[src/rtl/uart_tx_arbiter.sv]
`timescale 1ns/1ps
`default_nettype none
// ============================================================================
//  Module      : uart_tx_arbiter
//  Description : Message-granular round-robin arbiter sharing one uart_tx
//                byte channel between NUM_REQ byte-stream requesters. A grant
//                lasts for a whole message (terminated by req_last), so
//                messages never interleave. Output is a registered
//                valid/ready stage matching the uart_tx handshake.
//                Optional stall watchdog: define UART_ARB_TIMEOUT_EN.
//  Revision    : 1.0 - initial release
// ============================================================================
module uart_tx_arbiter #(
    parameter int NUM_REQ        = 4,
    parameter int TIMEOUT_CYCLES = 200000000
) (
    input  logic                   clk,
    input  logic                   rst,
    input  logic [8*NUM_REQ-1:0]   req_data,
    input  logic [NUM_REQ-1:0]     req_valid,
    input  logic [NUM_REQ-1:0]     req_last,
    output logic [NUM_REQ-1:0]     req_ready,
    output logic [7:0]             tx_data,
    output logic                   tx_data_valid,
    input  logic                   tx_data_ready,
    output logic [NUM_REQ-1:0]     grant,
    output logic                   busy,
    output logic                   timeout_err
);

    localparam int                 c_idx_w = (NUM_REQ > 1) ? $clog2(NUM_REQ) : 1;
    localparam int unsigned        c_num   = NUM_REQ;
    localparam logic [NUM_REQ-1:0] c_one   = NUM_REQ'(1);

    typedef enum logic [1:0] {
        c_st_idle  = 2'd0,
        c_st_xfer  = 2'd1,
        c_st_drain = 2'd2
    } state_t;

    state_t                r_state;
    state_t                w_state_next;
    logic [c_idx_w-1:0]    r_ptr;
    logic [c_idx_w-1:0]    r_owner;
    logic [c_idx_w-1:0]    w_pick;
    logic [NUM_REQ-1:0]    r_grant;
    logic [7:0]            r_tx_data;
    logic                  r_tx_valid;
    logic [7:0]            w_req_byte [NUM_REQ];

    logic                  w_out_free;
    logic                  w_owner_valid;
    logic                  w_owner_last;
    logic                  w_hs;
    logic                  w_any_req;

    // Control strobes from the FSM to the datapath register
    logic                  w_arb;
    logic                  w_load;
    logic                  w_drop_valid;
    logic                  w_release;
    logic                  w_ptr_adv;

    // (base + off) modulo NUM_REQ, valid for off < NUM_REQ
    function automatic logic [c_idx_w-1:0] f_wrap_add(input logic [c_idx_w-1:0] base,
                                                      input int unsigned        off);
        int unsigned sum;
        sum = int'(base) + off;
        if (sum >= c_num) begin
            sum = sum - c_num;
        end
        return sum[c_idx_w-1:0];
    endfunction

    for (genvar gi = 0; gi < NUM_REQ; gi++) begin : g_unpack
        assign w_req_byte[gi] = req_data[8*gi +: 8];
    end

    assign w_out_free    = !r_tx_valid || tx_data_ready;
    assign w_owner_valid = req_valid[r_owner];
    assign w_owner_last  = req_last[r_owner];
    assign w_hs          = (r_state == c_st_xfer) && w_owner_valid && w_out_free;
    assign w_any_req     = |req_valid;

    assign tx_data       = r_tx_data;
    assign tx_data_valid = r_tx_valid;
    assign grant         = r_grant;
    assign busy          = (r_state != c_st_idle);

    // Round-robin pick: first valid requester at or above ptr, with wrap
    always_comb begin
        w_pick = r_ptr;
        for (int k = NUM_REQ - 1; k >= 0; k--) begin
            if (req_valid[f_wrap_add(r_ptr, k)]) begin
                w_pick = f_wrap_add(r_ptr, k);
            end
        end
    end

    // Only the owner may be ready, and only while the output stage can take a byte
    always_comb begin
        req_ready = '0;
        if (r_state == c_st_xfer) begin
            req_ready[r_owner] = w_out_free;
        end
    end

`ifdef UART_ARB_TIMEOUT_EN
    localparam logic [31:0] c_stall_last = 32'(TIMEOUT_CYCLES - 1);

    logic [31:0] r_stall;
    logic        r_timeout_err;
    logic        w_stalling;
    logic        w_stall_expired;

    // The owner is stalling when it has nothing in flight and nothing offered
    assign w_stalling      = (r_state == c_st_xfer) && !r_tx_valid && !w_owner_valid;
    assign w_stall_expired = w_stalling && (r_stall == c_stall_last);
    assign timeout_err     = r_timeout_err;

    // Stall counter, restarted by any owner byte or by leaving XFER
    always_ff @(posedge clk or posedge rst) begin
        if (rst) begin
            r_stall       <= '0;
            r_timeout_err <= 1'b0;
        end else begin
            r_timeout_err <= w_stall_expired;
            if ((r_state != c_st_xfer) || w_hs) begin
                r_stall <= '0;
            end else if (w_stalling) begin
                r_stall <= r_stall + 32'd1;
            end
        end
    end
`else
    assign timeout_err = 1'b0;
`endif

    // State register
    always_ff @(posedge clk or posedge rst) begin
        if (rst) begin
            r_state <= c_st_idle;
        end else begin
            r_state <= w_state_next;
        end
    end

    // Next-state and datapath strobes
    always_comb begin
        w_state_next = r_state;
        w_arb        = 1'b0;
        w_load       = 1'b0;
        w_drop_valid = 1'b0;
        w_release    = 1'b0;
        w_ptr_adv    = 1'b0;
        unique case (r_state)
            c_st_idle: begin
                if (w_any_req) begin
                    w_arb        = 1'b1;
                    w_state_next = c_st_xfer;
                end
            end
            c_st_xfer: begin
                if (w_hs) begin
                    w_load = 1'b1;
                    if (w_owner_last) begin
                        w_ptr_adv    = 1'b1;
                        w_state_next = c_st_drain;
                    end
                end else if (r_tx_valid && tx_data_ready) begin
                    w_drop_valid = 1'b1;
                end
`ifdef UART_ARB_TIMEOUT_EN
                else if (w_stall_expired) begin
                    // Abandon the partial message; no terminator is inserted
                    w_release    = 1'b1;
                    w_ptr_adv    = 1'b1;
                    w_state_next = c_st_idle;
                end
`endif
            end
            c_st_drain: begin
                if (r_tx_valid && tx_data_ready) begin
                    w_drop_valid = 1'b1;
                    w_release    = 1'b1;
                    w_state_next = c_st_idle;
                end
            end
            default: begin
                w_state_next = c_st_idle;
            end
        endcase
    end

    // Grant, round-robin pointer and output register
    always_ff @(posedge clk or posedge rst) begin
        if (rst) begin
            r_grant    <= '0;
            r_owner    <= '0;
            r_ptr      <= '0;
            r_tx_data  <= '0;
            r_tx_valid <= 1'b0;
        end else begin
            if (w_arb) begin
                r_grant <= c_one << w_pick;
                r_owner <= w_pick;
            end
            if (w_release) begin
                r_grant <= '0;
            end
            if (w_ptr_adv) begin
                r_ptr <= f_wrap_add(r_owner, 1);
            end
            if (w_load) begin
                r_tx_data  <= w_req_byte[r_owner];
                r_tx_valid <= 1'b1;
            end else if (w_drop_valid) begin
                r_tx_valid <= 1'b0;
            end
        end
    end

endmodule
`default_nettype wire

[config.mk]
export PLATFORM = sky130hd
export DESIGN_NAME = uart_tx_arbiter
export DESIGN_NICKNAME = d
export VERILOG_FILES = /design/src/rtl/uart_tx_arbiter.sv
export SDC_FILE = /design/constraint.sdc
export NUM_CORES = 1
export LEC_CHECK = 0
export CAP_MARGIN = 20
export CORE_MARGIN = 2
export CORE_UTILIZATION = 35
export CTS_CLUSTER_DIAMETER = 120
export DETAILED_ROUTE_END_ITERATION = 8
export GPL_TIMING_DRIVEN = 0
export PLACE_DENSITY = 0.86
export SLEW_MARGIN = 20
export SYNTH_ARGS = -nofsm -noshare
export SYNTH_HDL_FRONTEND = slang
export SYNTH_SLANG_ARGS = --single-unit
[constraint.sdc]
create_clock -name clk -period 1.6 [get_ports clk]
set_input_delay 0.32 -clock clk [delete_from_list [all_inputs] [get_ports clk]]
set_output_delay 0.32 -clock clk [all_outputs]
set_load 0.02 [all_outputs]
=== Word level (Yosys, flattened, before mapping) ===
Cells that the tools add are included.
W data, S select, Z words.

* Add/subtract/negate cells: 9
* $lt $le $gt $ge: 12
* Equality and inequality tests: 6
* Shifts and indexed selects: 1
* Muxes and demuxes: 47
* Bitwise logic cells: 2
* Reduce and logical (&&, ||, !) cells: 12

{| class="wikitable"
|+ Operator list
! cell !! count
|-
| $mux W2 || 13
|-
| $mux W1 || 19
|-
| $bmux W8 S2 || 1
|-
| $mux W8 || 2
|-
| $ge A3 B3 Y1 const B || 5
|-
| $lt A2 B3 Y1 const B || 5
|-
| $bmux W1 S2 || 6
|-
| $mux W4 || 3
|-
| $sub A2 B1 Y2 const B || 5
|-
| $ne A2 B2 Y1 const B || 4
|-
| $add A2 B1 Y3 const B || 2
|-
| $add A2 B2 Y3 const B || 2
|-
| $pmux W2 S3 || 1
|-
| $reduce_bool A2 Y1 || 3
|-
| $and A4 B4 Y4 || 1
|-
| $logic_and A1 B1 Y1 || 4
|-
| $reduce_and A4 Y1 || 1
|-
| $reduce_or A4 Y1 || 1
|-
| $shl A1 B2 Y4 const A || 1
|-
| $ge A2 B3 Y1 const B || 1
|-
| $not A2 Y3 || 1
|-
| $demux W1 S2 || 1
|-
| $eq A2 B1 Y1 const B || 1
|-
| $eq A2 B2 Y1 const B || 1
|-
| 5 further kinds || 5
|}

* Register bits after elaboration: 19
* Input port bits: 43
* Output and inout port bits: 19
* Logic and storage cells: 95

=== Logic depth before layout (Yosys ltp) ===
Gate-level depths: netlist of the first run.

* Depth after elaboration: 12
* Depth in mapped cells: 7
* Mapped depth without buffers: 6

=== Worst setup path after synthesis of the first run ===
Ideal clock, no wire load.

* Path type: flip-flop to flip-flop
* Start: reg r_owner[0]
* End: reg r_tx_data[0], in the netlist tx_data[0]
* Library setup time: 125 ps
* Data arrival time: 1544 ps
* Data required time: 1475 ps
* Setup slack: -69 ps
* Stages on the path, launching flop included: 4
* Path buffers: 0
* Period minus slack after synthesis: 1669 ps
* Path through: dfrtp_1 -> mux4_2 -> nand2_2 -> mux2_2

* Cells in the longest elaborated chain, start to end: 6
* Elaborated cells between the ends (all ways): 10
* Those cells by class: 7 x mux; 1 x bitwise; 2 x reduce/logical

{| class="wikitable"
|+ Ends and longest elaborated chain
! what !! RTL line !! text
|-
| from (decl) || 44 || <nowiki>logic [c_idx_w-1:0] r_owner;</nowiki>
|-
| from (signal assigned) || 206 || <nowiki>r_owner <= w_pick;</nowiki>
|-
| $bmux W1 S2 || 80 || <nowiki>assign w_owner_valid = req_valid[r_owner];</nowiki>
|-
| $mux W1 (implied by the code) || 80 ||
|-
| $logic_and A1 B1 Y1 (2 in series) || 82 || <nowiki>assign w_hs = (r_state == c_st_xfer) && w_owner_valid && w_out_free;</nowiki>
|-
| $mux W1 || 164 || <nowiki>if (w_hs) begin</nowiki>
|-
| $mux W1 || 156 || <nowiki>unique case (r_state)</nowiki>
|-
| to (signal assigned) || 215 || <nowiki>r_tx_data <= w_req_byte[r_owner];</nowiki>
|-
| to (decl) || 47 || <nowiki>logic [7:0] r_tx_data;</nowiki>
|}

Several ways; a longest one is shown, not always the timed one. The select of a mux whose other input is x is not followed.
A chain may end at the register's enable or synchronous reset.

=== Final worst setup path of the first run ===
* Start: reg r_owner[0]
* End: reg r_ptr[1]

* Cells in the longest elaborated chain, start to end: 6
* Elaborated cells between the ends (all ways): 13
* Those cells by class: 2 x add/sub; 1 x order compare; 8 x mux; 2 x reduce/logical

{| class="wikitable"
|+ Ends and longest elaborated chain
! what !! RTL line !! text
|-
| parallel branches: the longest is 6 deep, another holds $add A2 B1 Y3 || -- ||
|-
| to (signal assigned) || 212 || <nowiki>r_ptr <= f_wrap_add(r_owner, 1);</nowiki>
|-
| to (decl) || 43 || <nowiki>logic [c_idx_w-1:0] r_ptr;</nowiki>
|}

Several ways; the timed one is not identified. The select of a mux whose other input is x is not followed.

==> impl_metrics.json, run 1 <==
{
  "numCtsBuffers": 3,
  "rows": 21,
  "slew_viol_final": 0,
  "cts_sinks": 19,
  "crit_family": "multiplexers",
  "cp_num_buf_inv": 1,
  "synth-seq-cells": 19,
  "outcome": "finished with violations",
  "mostFrequentLayoutCells": "38 x clkdlybuf4s50_1, 17 x dfrtp_1, 16 x dlygate4sd2_1",
  "ant_nets": 0,
  "max_freq_mhz": 556,
  "final_common_cell": "clkdlybuf4s50_1",
  "gp_congestion": 0.749,
  "violations": "negative setup slack",
  "yosys.cell_types.count": 35,
  "fin_crit_sh_pct": 112,
  "grt_use_met2_pct": 41.1,
  "r2r_slack_ps": -200,
  "yosys.area.top_type": "dfrtp_1",
  "drtIter0Drc": 57,
  "fin_hold_ws_ps": 397,
  "cts_buffer_depth": 2,
  "grt_pass1_wl_um": 6440,
  "gr-usage-met1_pct": 21.8,
  "rsz0062_at_grt": "true",
  "synthToLayoutAreaGrowth_pct": 77.1,
  "pre_cts_ws_ps": -698,
  "cts_tree": "yes",
  "timing.critical_path.cells": "buf_6 > mux4_2 > nand3_4 > mux2_4",
  "dp_hpwl_um": 2860,
  "final_util_pct": 65.9,
  "design_area_mm2": 0.00225,
  "critPathKind": "reg -> reg",
  "io_pins": 62,
  "tns_ps": -2300,
  "portBuffers": 60,
  "worstPathArrival_ps": 2000,
  "max-slew-margin-rel_pct": 50.7,
  "grt_overflow": 0,
  "cp_slowest_stage_delay_ps": 630,
  "critPathLaunchType": "register",
  "dr.pass1.iters": 4,
  "crit_path_max_fanout": 5,
  "grt_pass1_vias": 1289,
  "diodes": 0,
  "synth-seq-area-share_pct": 37.4,
  "synth_ff_type": "dfrtp_1",
  "required_ps": 1800,
  "grt-busiest-layer": "met2",
  "dp_cells": 214,
  "peakVddDrop_mv": 0.898,
  "root_buffer": "clkbuf_4",
  "layout.filler_cells": 271,
  "syn_avg_cell_area_um2": 11.8,
  "worst_pin_slew_ps": 739,
  "async_flop_share_pct": 100,
  "clk_pin_slew_ps": 140,
  "timing.final.ws_setup_ps": -200,
  "setup_viol": 15,
  "power.leakage_nw": 0.984,
  "hold_violations": 0,
  "p_per_area_mw_per_mm2": 1810,
  "synth_fp_nets": 158,
  "grt_max_degree": 20,
  "netlist_area_mm2": 0.00127,
  "hold_class": "in -> async",
  "drive_above_1_share_pct": 38.0,
  "maxCapViolCount": 0,
  "synthTopCellsByArea": "dfrtp_1 37%, mux4_2 16%, mux2_2 8.9%",
  "synth_top_area_share_pct": 37.4,
  "htreeDepth": 1,
  "finalPower_mw": 4.08,
  "die_area_mm2": 0.00413,
  "vias": 1238,
  "synth_cells": 108,
  "postPlaceCellArea_mm2": 0.00194,
  "crit_path_end_kind": "register",
  "crit_slowest_cell": "mux4_2",
  "die_y_um": 64.3,
  "post_drt_via_cell_ratio": 5.38,
  "met3_usage_pct": 4.58,
  "drt-total-wl_um": 4310,
  "grtUsageTotal_pct": 21.3,
  "fin_skew_ps": 24.9,
  "synth_edf_count": 0,
  "clock_latency_ps": 330,
  "nets": 235,
  "fin_cells": 230,
  "coreArea_mm2": 0.00342,
  "wire_per_inst_um": 18.7,
  "start_util_pct": 37.2,
  "die_x_um": 64.3,
  "period_needed_ps": 1800,
  "ys_warn_count": 0,
  "drc": 0,
  "antenna_found_initial": 0
}
-- state kept, by name, summed over array words and instances (netlist names) --
name and flops:
r_owner 2, tx_data 8, r_ptr 2, grant 4
r_state 2, tx_data_valid 1
-- worst paths after layout --
check                                          to                   start  depth (start not counted)
min reg2reg                tx_data[4]$_DFFE_PP0P_  tx_data[4]$_DFFE_PP0P_                          1
max                          r_ptr[1]$_DFFE_PP0P_  r_owner[0]$_DFFE_PP0P_                          4
max in group asynchronous    r_ptr[1]$_DFFE_PP0P_                     rst                          2
min                        tx_data[3]$_DFFE_PP0P_                     rst                          2
min in group clk           tx_data[4]$_DFFE_PP0P_  tx_data[4]$_DFFE_PP0P_                          1
max reg2reg                  r_ptr[1]$_DFFE_PP0P_  r_owner[0]$_DFFE_PP0P_                          4
-- where the power goes --
group | internal (mW) | switching, mW | leakage [nW] | total, mW
Sequential | 0.727 | 0.178 | 0.229 | 0.905
Clock | 0.0939 | 0.176 | 0.0177 | 0.270
Combinational | 1.52 | 1.39 | 0.737 | 2.91
Total | 2.34 | 1.75 | 0.984 | 4.08
-- cell usage after synthesis, drive strengths merged (2+ instances only) --
master,number
nor2b,4
nand2b,2
or3,2
dfrtp,19
or3b,2
and3,5
ha,7
mux4,10
buf,4
nand2,9
mux2,10
nand3b,2
o21ai,4
inv,6
a21oi,7
-- per-layer routing --
layer / share of wire, % / vias to the layer above
met5: 0 / -
met4: 2.2 / 0
met3: 3.5 / 9
met2: 59 / 36
met1: 36 / 639
li1: - / 554
-- logic make-up (layout without fill, tap and decap cells) --
logic type	Yosys count	count (layout)	share of synthesized area (%)
buffers and inverters	11	87	3.74
multiplexers	20	20	26.9
AO/OA/AOI/OAI	18	18	8.86
other	1	1	0.295
AND/OR/NAND/NOR	32	32	15.9
adder cells (fa/ha/maj)	7	7	6.89
flip-flops	19	19	37.4
-- area by class of cell --
type	count	area (um2)	area share [%]
plain buffers	4	38.8	1.72
clock buffers	3	22.5	1.00
clock inverters	1	5.00	0.222
inverters	6	27.5	1.22
multi-input cells	78	928	41.2
flip-flops and latches	19	478	21.2
well taps	46	57.6	2.56
repair buffers	73	693	30.8
-- timing repair --
| item | 4_1_cts | 5_1_grt |
|---|---|---|
| pin swaps | 7 | 5 |
| endpoints found under the setup margin | 33 | 20 |
| gates resized for setup | 87 | 9 |
| setup buffers | 9 | 4 |
| hold buffers | 0 | 0 |
No activity file was read; power rests on OpenSTA's default activity.
==> inputs of run 2 (changes only) <==
DONT_BUFFER_PORTS = 1   (was default)
PLACE_DENSITY = 0.63   (was 0.86)
SKIP_CTS_REPAIR_TIMING = 1   (was default)
==> run 2 against run 1 <==
  * The flow still finishes with violations (negative setup slack)
  * Hold slack worse by 390 ps
  * Sequential power is 25% higher
  * Clock skew is 17 ps lower
  * Critical path depth stayed put
  * Sequential share of layout area is 8.9 points higher
  * Wire length is 30% lower
  * Combinational power is 30% lower
  * Critical endpoint is now tx_data[2]$_DFFE_PP0P_
  * Clock power is 6% lower
==> impl_metrics.json, run 2 (synthesized netlist as in run 1, its figures left out) <==
{
  "outcome": "finished with violations",
  "violations": "negative setup slack",
  "portBuffers": 0,
  "p_per_area_mw_per_mm2": 2160,
  "fin_crit_sh_pct": 111,
  "diodes": 0,
  "grt_pass1_wl_um": 4390,
  "vias": 929,
  "io_pins": 62,
  "coreArea_mm2": 0.00342,
  "clock_latency_ps": 300,
  "required_ps": 1800,
  "worst_pin_slew_ps": 732,
  "max_freq_mhz": 563,
  "pre_cts_ws_ps": -210,
  "largest_register_ffs": 8,
  "synthToLayoutAreaGrowth_pct": 24.8,
  "grt_pass1_vias": 901,
  "ant_nets": 0,
  "numCtsBuffers": 3,
  "cts_tree": "yes",
  "period_needed_ps": 1780,
  "cts_buffer_depth": 2,
  "layout.filler_cells": 325,
  "grtUsageTotal_pct": 14.1,
  "dp_hpwl_um": 2240,
  "finalPower_mw": 3.42,
  "seqCellArea_um2": 478,
  "rows": 21,
  "htreeDepth": 1,
  "root_buffer": "clkbuf_4",
  "die_x_um": 64.3,
  "multi_input_area_um2": 867,
  "slew_viol_final": 0,
  "hold_violations": 0,
  "drive_above_1_share_pct": 44.2,
  "peakVddDrop_mv": 0.651,
  "power.leakage_nw": 0.675,
  "mostFrequentLayoutCells": "17 x dfrtp_1, 9 x mux4_2, 9 x mux2_4",
  "cts_sinks": 19,
  "nets": 171,
  "clk_pin_slew_ps": 120,
  "antenna_found_initial": 0,
  "die_y_um": 64.3,
  "max-slew-margin-rel_pct": 51.2,
  "drt-total-wl_um": 3020,
  "grt_overflow": 0,
  "dr.pass1.iters": 4,
  "drtIter0Drc": 34,
  "maxCapViolCount": 0,
  "fin_hold_ws_ps": 5.05,
  "wire_per_inst_um": 18.2,
  "crit_path_max_fanout": 8,
  "gp_congestion": 0.751,
  "crit_path_end_kind": "register",
  "die_area_mm2": 0.00413,
  "timing.final.ws_setup_ps": -175,
  "start_util_pct": 37.2,
  "worstPathArrival_ps": 1980,
  "final_common_cell": "dfrtp_1",
  "tns_ps": -1850,
  "post_drt_via_cell_ratio": 5.60,
  "setup_viol": 16,
  "drc": 0,
  "critPathKind": "reg -> reg",
  "grt_max_degree": 20,
  "rsz0062_at_grt": "true",
  "hold_class": "in -> async",
  "fin_skew_ps": 7.93,
  "critPathLaunchType": "register"
}
==> run 2: metrics by stage <==
stage	cell area, um2	std cells	util, %
floorplan	1280	108	-
finish	1590	166	46.4
global route	1590	166	46.4
global placement	1340	154	39.2
detailed placement	1340	154	39.2
CTS	1370	158	40.0
==> run 2: where the power goes <==
part           switching [mW]  internal [mW]  leakage (nW)
Clock                   0.162         0.0933        0.0177
Combinational           0.919           1.12         0.429
Sequential              0.408          0.726         0.229
Total                    1.49           1.94         0.675
==> run 2: critical path, stage by stage, from the launching register on <==
cell     delay (ps)
dfrtp_2         470
buf_6           120
mux4_2          610
nand2_8         160
mux2_4          310
==> run 2: area by class of cell <==
type                    instances  area share, %
clock inverters                 1          0.315
multi-input cells              78           54.7
clock buffers                   3           1.42
well taps                      46           3.63
inverters                       6           2.37
plain buffers                   4           2.92
flip-flops and latches         19           30.1
repair buffers                  9           4.57
==> run 2: path summary, 6_finish.rpt <==
check                      cells past startpoint              startpoint  slack (ps)                         to
max in group asynchronous                      1                     rst        1090     r_owner[0]$_DFFE_PP0P_
hold reg to reg                                2    r_ptr[0]$_DFFE_PP0P_         540       r_ptr[0]$_DFFE_PP0P_
min in group clk                               2           tx_data_ready         230  tx_data_valid$_DFFE_PP0P_
setup reg to reg                               4  r_owner[0]$_DFFE_PP0P_        -180     tx_data[2]$_DFFE_PP0P_
hold / removal                                 1                     rst           5     tx_data[4]$_DFFE_PP0P_
setup / recovery                               4  r_owner[0]$_DFFE_PP0P_        -180     tx_data[2]$_DFFE_PP0P_
==> run 2: routing by layer <==
| metal | share of wire [%] | global-route usage (%) | up-vias |
|---|---|---|---|
| li1 | - | - | 424 |
| met1 | 38 | 14.6 | 468 |
| met2 | 54 | 26.4 | 33 |
| met3 | 6.3 | 4.23 | 4 |
| met4 | 1.3 | 5.59 | 0 |
| met5 | 0 | 0 | - |
==> inputs of run 3 (changes only) <==
PLACE_DENSITY = 0.6   (was 0.63)
==> run 3 against run 2 <==
  * The flow still finishes with violations (negative setup slack)
  * Setup slack gained 79 ps
  * Non-clock buffer count grew 6
  * Maximum frequency grew 4.6%
  * Die area is the same
  * Wire length grew 6.6%
  * Combinational power grew 9.8%
  * Clock power shrank 3%
==> impl_metrics.json, run 3 (synthesized netlist as in run 1, its figures left out) <==
{
  "worstPathArrival_ps": 1890,
  "antenna_found_initial": 0,
  "crit_path_end_kind": "register",
  "hold_class": "in -> async",
  "hold_violations": 0,
  "grt_pass1_vias": 921,
  "required_ps": 1790,
  "setup_viol": 15,
  "ant_nets": 0,
  "coreArea_mm2": 0.00342,
  "p_per_area_mw_per_mm2": 2180,
  "multi_input_area_um2": 896,
  "cp_num_buf_inv": 0,
  "diodes": 0,
  "critPathKind": "reg -> reg",
  "nets": 177,
  "grtUsageTotal_pct": 14.2,
  "peakVddDrop_mv": 0.960,
  "pre_cts_ws_ps": -224,
  "timing.final.ws_setup_ps": -96.4,
  "clk_pin_slew_ps": 110,
  "crit_family": "multiplexers",
  "crit_slowest_cell": "mux4_2",
  "outcome": "finished with violations",
  "cts_sinks": 19,
  "fin_skew_ps": 1.69,
  "wire_per_inst_um": 18.7,
  "cts_buffer_depth": 2,
  "drt-total-wl_um": 3220,
  "crit_path_max_fanout": 8,
  "synthToLayoutAreaGrowth_pct": 31.0,
  "period_needed_ps": 1700,
  "die_area_mm2": 0.00413,
  "grt_max_degree": 20,
  "numCtsBuffers": 3,
  "clock_latency_ps": 290,
  "cts_tree": "yes",
  "die_y_um": 64.3,
  "max-slew-margin-rel_pct": 52.4,
  "max_freq_mhz": 589,
  "vias": 982,
  "slew_viol_final": 0,
  "fin_crit_sh_pct": 106,
  "drc": 0,
  "worst_pin_slew_ps": 714,
  "grt_overflow": 0,
  "die_x_um": 64.3,
  "drtIter0Drc": 22,
  "rsz0062_at_grt": "true",
  "htreeDepth": 1,
  "fin_cells": 172,
  "root_buffer": "clkbuf_4",
  "grt_pass1_wl_um": 4480,
  "seqCellArea_um2": 480,
  "rows": 21,
  "timing.critical_path.cells": "mux4_2 > nand2_8 > mux2_4",
  "post_drt_via_cell_ratio": 5.71,
  "portBuffers": 0,
  "start_util_pct": 37.2,
  "finalPower_mw": 3.63,
  "maxCapViolCount": 0,
  "drive_above_1_share_pct": 54.0,
  "cp_slowest_stage_delay_ps": 640,
  "critPathLaunchType": "register",
  "layout.filler_cells": 327,
  "power.leakage_nw": 0.705,
  "dp_hpwl_um": 2200,
  "fin_hold_ws_ps": 14.1,
  "io_pins": 62,
  "gp_congestion": 0.727,
  "mostFrequentLayoutCells": "15 x buf_4, 15 x dfrtp_1, 9 x mux4_2, 9 x mux2_4, 7 x a21oi_1",
  "dp_cells": 154,
  "largest_register_ffs": 8,
  "violations": "negative setup slack",
  "dr.pass1.iters": 4
}
==> run 3: cell count changes in the layout (fill, tap and decap cells not counted), moves of 2 or more <==
| cell | before | now |
|---|---|---|
| nand2_2 | 0 | 2 |
| buf_4 | 8 | 15 |
| dfrtp_2 | 2 | 4 |
| nand2_1 | 8 | 6 |
| dfrtp_1 | 17 | 15 |
==> run 3: path summary, 6_finish.rpt <==
| kind | from | to | slack (ps) | depth (start not counted) |
|---|---|---|---|---|
| worst min-delay path | rst | r_state[0]$_DFFE_PP0P_ | 10 | 1 |
| min in group clk | tx_data_ready | tx_data_valid$_DFFE_PP0P_ | 260 | 2 |
| worst max-delay path | r_owner[0]$_DFFE_PP0P_ | tx_data[6]$_DFFE_PP0P_ | -100 | 3 |
| max in group asynchronous | rst | r_ptr[1]$_DFFE_PP0P_ | 1100 | 1 |
| worst min register to register | r_state[0]$_DFFE_PP0P_ | r_state[0]$_DFFE_PP0P_ | 600 | 2 |
| worst max register to register | r_owner[0]$_DFFE_PP0P_ | tx_data[6]$_DFFE_PP0P_ | -100 | 3 |
==> run 3: power by group <==
group	internal, mW	switching, mW	total [mW]
logic	1.25	0.991	2.24
clock network	0.0930	0.154	0.247
registers	0.731	0.407	1.14
total	2.07	1.55	3.63
==> run 3: cell type report <==
type | count | area share [%]
buffer | 4 | 2.78
tap | 46 | 3.46
clock buffer | 3 | 1.35
multi-input combinational | 78 | 53.8
sequential | 19 | 28.9
inverter | 6 | 2.25
timing repair buffer | 15 | 7.21
clock inverter | 1 | 0.301
==> run 3: routing by layer <==
metal / vias up / part of all wire, % / global-route usage (%) / wire [um]
li1: 439 / - / - / -
met1: 502 / 37 / 15.7 / 1190
met2: 33 / 55 / 25.7 / 1780
met3: 8 / 5.4 / 3.52 / 173
met4: 0 / 2.3 / 5.85 / 73
met5: - / 0 / 0 / 0
==> run 3: metrics by stage <==
step / setup TNS (ps) / instance area (um2) / util [%]
finish: -951 / 1670 / 48.8
CTS: -3400 / 1370 / 40.0
detailed placement: -1810 / 1340 / 39.2
global placement: -1470 / 1340 / 39.2
floorplan: 0 / 1280 / -
global route: -1610 / 1670 / 48.8
